**src/rtl/oddr_tx_serializer.sv**
```systemverilog
`default_nettype none
// ============================================================================
// oddr_tx_serializer : valid/ready parallel words out two bits per clock on a
//                      single DDR pin through an ODDR2 (C0 alignment, sync reset)
// Revision: 1.0
// ============================================================================
module oddr_tx_serializer #(
  parameter int   W        = 8,
  parameter logic IDLE_BIT = 1'b0
) (
  input  logic         c,
  input  logic         r,
  input  logic [W-1:0] din,
  input  logic         din_valid,
  output logic         din_ready,
  output logic [1:0]   pair,
  output logic         frame,
  output logic         sof,
  output logic         busy,
  output logic         q
);
  localparam int            NPAIR     = W / 2;
  localparam int            CW        = (NPAIR > 1) ? $clog2(NPAIR) : 1;
  localparam logic [CW-1:0] CNT_LAST  = CW'(NPAIR - 1);
  localparam logic [1:0]    IDLE_PAIR = {IDLE_BIT, IDLE_BIT};

  typedef enum logic [0:0] {
    IDLE  = 1'b0,
    SHIFT = 1'b1
  } state_t;

  state_t        state;
  logic [W-1:0]  hold;
  logic [W-1:0]  sh;
  logic          hold_full;
  logic          rst_seen;
  logic [CW-1:0] cnt;
  logic          xfer;
  logic          last;
  logic          c_n;

  // rst_seen keeps din_ready low for every cycle in which reset was sampled
  assign din_ready = ~hold_full & ~rst_seen;
  assign xfer      = din_valid & din_ready;
  assign last      = (cnt == CNT_LAST);
  assign busy      = (state == SHIFT) | hold_full;
  assign c_n       = ~c;

  always_ff @(posedge c) begin
    rst_seen <= r;
    if (r) begin
      state     <= IDLE;
      hold      <= '0;
      hold_full <= 1'b0;
      sh        <= '0;
      cnt       <= '0;
      pair      <= IDLE_PAIR;
      frame     <= 1'b0;
      sof       <= 1'b0;
    end else begin
      case (state)
        IDLE: begin
          if (xfer) begin
            state <= SHIFT;
            pair  <= din[1:0];
            sh    <= din >> 2;
            cnt   <= '0;
            sof   <= 1'b1;
            frame <= 1'b1;
          end else begin
            pair  <= IDLE_PAIR;
            frame <= 1'b0;
            sof   <= 1'b0;
          end
        end
        SHIFT: begin
          if (!last) begin
            pair  <= sh[1:0];
            sh    <= sh >> 2;
            cnt   <= cnt + CW'(1);
            sof   <= 1'b0;
            frame <= 1'b1;
            if (xfer) begin
              hold      <= din;
              hold_full <= 1'b1;
            end
          end else if (hold_full) begin
            // din_ready is low here, so no new word can arrive this edge
            pair      <= hold[1:0];
            sh        <= hold >> 2;
            cnt       <= '0;
            sof       <= 1'b1;
            frame     <= 1'b1;
            hold_full <= 1'b0;
          end else if (xfer) begin
            pair  <= din[1:0];
            sh    <= din >> 2;
            cnt   <= '0;
            sof   <= 1'b1;
            frame <= 1'b1;
          end else begin
            state <= IDLE;
            pair  <= IDLE_PAIR;
            frame <= 1'b0;
            sof   <= 1'b0;
          end
        end
        default: state <= IDLE;
      endcase
    end
  end

  oddr_tx_serializer_oddr2 u_oddr (
    .c0  (c),
    .c1  (c_n),
    .d0  (pair[0]),
    .d1  (pair[1]),
    .rst (r),
    .q   (q)
  );
endmodule

// Behavioural ODDR2, DDR_ALIGNMENT "C0", SRTYPE "SYNC": both bits sampled on C0,
// d0 driven while C0 is high, d1 driven after the C1 edge.
module oddr_tx_serializer_oddr2 (
  input  logic c0,
  input  logic c1,
  input  logic d0,
  input  logic d1,
  input  logic rst,
  output logic q
);
  logic q0;
  logic q1;
  logic d1_q;

  always_ff @(posedge c0) begin
    if (rst) begin
      q0   <= 1'b0;
      d1_q <= 1'b0;
    end else begin
      q0   <= d0;
      d1_q <= d1;
    end
  end

  always_ff @(posedge c1) begin
    if (rst) q1 <= 1'b0;
    else     q1 <= d1_q;
  end

  assign q = c0 ? q0 : q1;
endmodule
`default_nettype wire

```
**config.mk**
```make
export PLATFORM = sky130hd
export DESIGN_NAME = oddr_tx_serializer
export DESIGN_NICKNAME = d
export VERILOG_FILES = /design/src/rtl/oddr_tx_serializer.sv
export SDC_FILE = /design/constraint.sdc
export NUM_CORES = 1
export LEC_CHECK = 0
export ABC_CLOCK_PERIOD_IN_PS = 1900
export CAP_MARGIN = 20
export CORE_MARGIN = 2
export CORE_UTILIZATION = 52
export CTS_BUF_LIST = sky130_fd_sc_hd__clkbuf_4 sky130_fd_sc_hd__clkbuf_8 sky130_fd_sc_hd__clkbuf_16
export DETAILED_ROUTE_END_ITERATION = 8
export PLACE_DENSITY = 0.74
export SETUP_SLACK_MARGIN = 0.2
export SLEW_MARGIN = 0
export SYNTH_ARGS = -nofsm -noshare
export SYNTH_HDL_FRONTEND = slang
export SYNTH_SLANG_ARGS = --single-unit
export TNS_END_PERCENT = 10
```
**constraint.sdc**
```tcl
create_clock -name c -period 1.9 [get_ports c]
set_input_delay 0.285 -clock c [delete_from_list [all_inputs] [get_ports c]]
set_output_delay 0.285 -clock c [all_outputs]
set_load 0.005 [all_outputs]
```
==> results.py <==
metrics = {
    "clocking": {
        "clock_latency_ns": 0.49,
        "clk_pin_slew_ns": 0.14,
        "cts_tree": "done",
    },
    "status": {
        "violations": "setup timing",
        "status": "finished, violations left",
    },
    "die": {
        "fp.dieArea_um2": 2702,
        "die_w_um": 51.99,
        "coreArea_um2": 2191,
        "fp.dieH_um": 51.99,
        "floorplan.initialDensity": 0.5465,
        "fp-row-count": 17,
        "ios": 18,
    },
    "power": {
        "seqPwrFrac": 0.537,
        "p_comb_frac": 0.138,
        "clkPwrFrac": 0.325,
        "p_sw_uw": 286.0,
        "p_total_mw": 1.135,
        "internal-power_uw": 848.8,
        "switching_share": 0.2521,
        "p_per_area_nw_per_um2": 787.3,
        "leakage_nw": 0.5600,
        "vdd_ir_drop_max_mv": 0.6410,
    },
    "logic_synthesis": {
        "yosys_most_used_dff": "dfxtp_1",
        "ys_top_cells_by_count": "dfxtp_1, a21oi_1, nor2b_1, nand3_1",
        "syn_nets": 141,
        "syn_inst": 129,
        "synth_warnings": 0,
        "syn-cell-area_um2": 1197,
        "synth-seq-cells": 27,
        "ys_top_cells_by_area": "dfxtp_1, nor2b_1, a21oi_1",
        "syn_avg_cell_area_um2": 9.282,
        "synth_edf_count": 0,
        "synth.largest_area_cell": "dfxtp_1",
        "synth_most_common_cell": "dfxtp_1",
        "synth_top_area_share": 0.4514,
        "ys_seq_area_frac": 0.4514,
        "ys_types": 33,
        "synthArstFlopShare": 0,
    },
    "drt": {
        "initialDrtViolationCount": 26,
        "dr.pass1.iters": 4,
        "finalWirelength_um": 2690,
        "routedWlPerCell_um": 15.20,
        "ant_nets": 0,
        "drc": 0,
        "viasPerCell": 5.706,
        "vias": 1010,
    },
    "critical_path": {
        "critPathKind": "flip-flop to primary output",
        "cp_max_fo": 1,
        "path_cells": "mux2_2 -> buf_2",
        "required_ns": 1.62,
        "cp_slowest_cell": "dfxtp_1",
        "worstSetupStartpointType": "flip-flop",
        "worstSetupEndpointType": "primary output",
        "arrival_ns": 2.10,
        "max_stage_delay_ns": 0.29,
    },
    "place": {
        "dp_hpwl_um": 1823,
        "place_congestion": 0.7980,
        "portBuffers": 17,
        "pre_cts_ws_ns": -0.2846,
        "placed_area_um2": 1383,
        "dp_cells": 170,
    },
    "grt": {
        "grt_util_all_layers": 0.2424,
        "grt_pass1_vias": 985,
        "grt_overflow": 0,
        "grt_pass1_wl_um": 4574,
        "antenna_found_initial": 0,
        "grt_start_max_net_pins": 25,
    },
    "cells_and_area": {
        "final_cells": 177,
        "syn_to_final_growth_pct": 20.38,
        "fin_area_um2": 1441,
        "fin_util": 0.6579,
        "nets": 162,
        "layout-drive-gt1-share": 0.1611,
        "diodes": 0,
    },
    "timing": {
        "setup_viol": 1,
        "fin_worst_skew_ns": 0.06539,
        "report.final.hold_viol_count": 0,
        "rsz0062_at_grt": "yes",
        "maxSlewHeadroom": 0.7227,
        "hold_ws_ns": 0.4412,
        "finalWorstSetupSlack_ns": -0.4831,
        "fin_setup_tns_ns": -0.4831,
        "maxSlewViolCount": 0,
        "worstMarginPinSlew_ns": 0.4149,
    },
    "job": {
        "cap_violations": 0,
    },
    "worst_hold_path": {
        "hold_path.class": "input port to flip-flop",
    },
}
==> final timing paths <==
check | startpoint | to | slack [ns] | cells past startpoint
min reg2reg | pair[0] | u_oddr.q0 | 0.47 | 1
min | din[3] | hold[3] | 0.44 | 3
max reg2reg | u_oddr.d1_q | u_oddr.q1 | 0.46 | 1
max | u_oddr.q1 | q | -0.48 | 2
==> worst max-delay path, delay by kind of cell, from the launching register on <==
family	cells	cell delay (ns)
multiplexers	1	0.24
flip-flops	1	0.29
buffers and inverters	1	0.12
==> placed cells by master, fill, tap and decap left out, types with 2 or more instances in the layout <==
cell type / synthesis / final
nand2b_1: 4 / 4
clkdlybuf4s50_1: 0 / 14
o21ai_0: 3 / 3
o22ai_1: 4 / 4
nor3b_1: 3 / 3
inv_1: 2 / 2
nand3b_1: 2 / 2
a32oi_1: 2 / 2
o21bai_1: 3 / 3
o21ai_1: 6 / 6
a211oi_1: 4 / 4
clkbuf_4: 0 / 7
nor2_1: 4 / 4
nor2b_1: 10 / 10
a21oi_1: 12 / 12
buf_4: 3 / 9
o211ai_1: 2 / 2
o21ai_2: 2 / 2
mux2i_1: 5 / 5
dfxtp_1: 27 / 25
nand3_1: 8 / 8
a31oi_1: 4 / 4
==> per-layer routing <==
layer | GRT usage | wire (um) | vias up
met4 | 0.08772 | 34 | 0
met5 | 0 | 0 | -
met2 | 0.3882 | 1302 | 27
li1 | - | - | 510
met3 | 0.09770 | 137 | 5
met1 | 0.2906 | 1217 | 468
==> what timing repair did <==
item                                    4_1_cts  5_1_grt
buffers inserted                              0        0
hold buffers                                  0        0
resized for setup                             8        4
endpoints found under the setup margin        4        7
hold endpoints to repair                      0        0
==> state kept, by name, summed over array words and instances, names as in the netlist <==
register	flops
pair	2
sh	8
hold_full	1
state	1
u_oddr.q0	1
cnt	2
hold	8
rst_seen	1
u_oddr.d1_q	1
u_oddr.q1	1
sof	1
==> final cells by class <==
type                       count  area, um2
timing repair buffer          25      230.2
clock inverter                 1      3.754
tap                           28      35.03
fill                         185      749.5
clock buffer                   8      57.56
multi-input combinational     87      565.5
inverter                       1      3.754
sequential                    27      545.5
==> cells by family after synthesis <==
logic type,after synthesis,share of synthesized area
compound gates,44,0.2299
buf+inv,15,0.07941
mux,6,0.05120
simple gates,36,0.1776
flops,27,0.4514
fa+ha+maj,1,0.01045
==> power groups by stage <==
| stage | Combinational [mW] | Clock [mW] | Sequential [mW] |
|---|---|---|---|
| after detailed placement | 0.156 | 0.0203 | 0.621 |
| after CTS | 0.155 | 0.384 | 0.609 |
| after floorplan | 0.0976 | 0.0157 | 0.613 |
| after global placement | 0.151 | 0.0203 | 0.620 |
| after global routing | 0.173 | 0.412 | 0.613 |
| final | 0.157 | 0.369 | 0.609 |
Power figures use the tool's default switching activity.
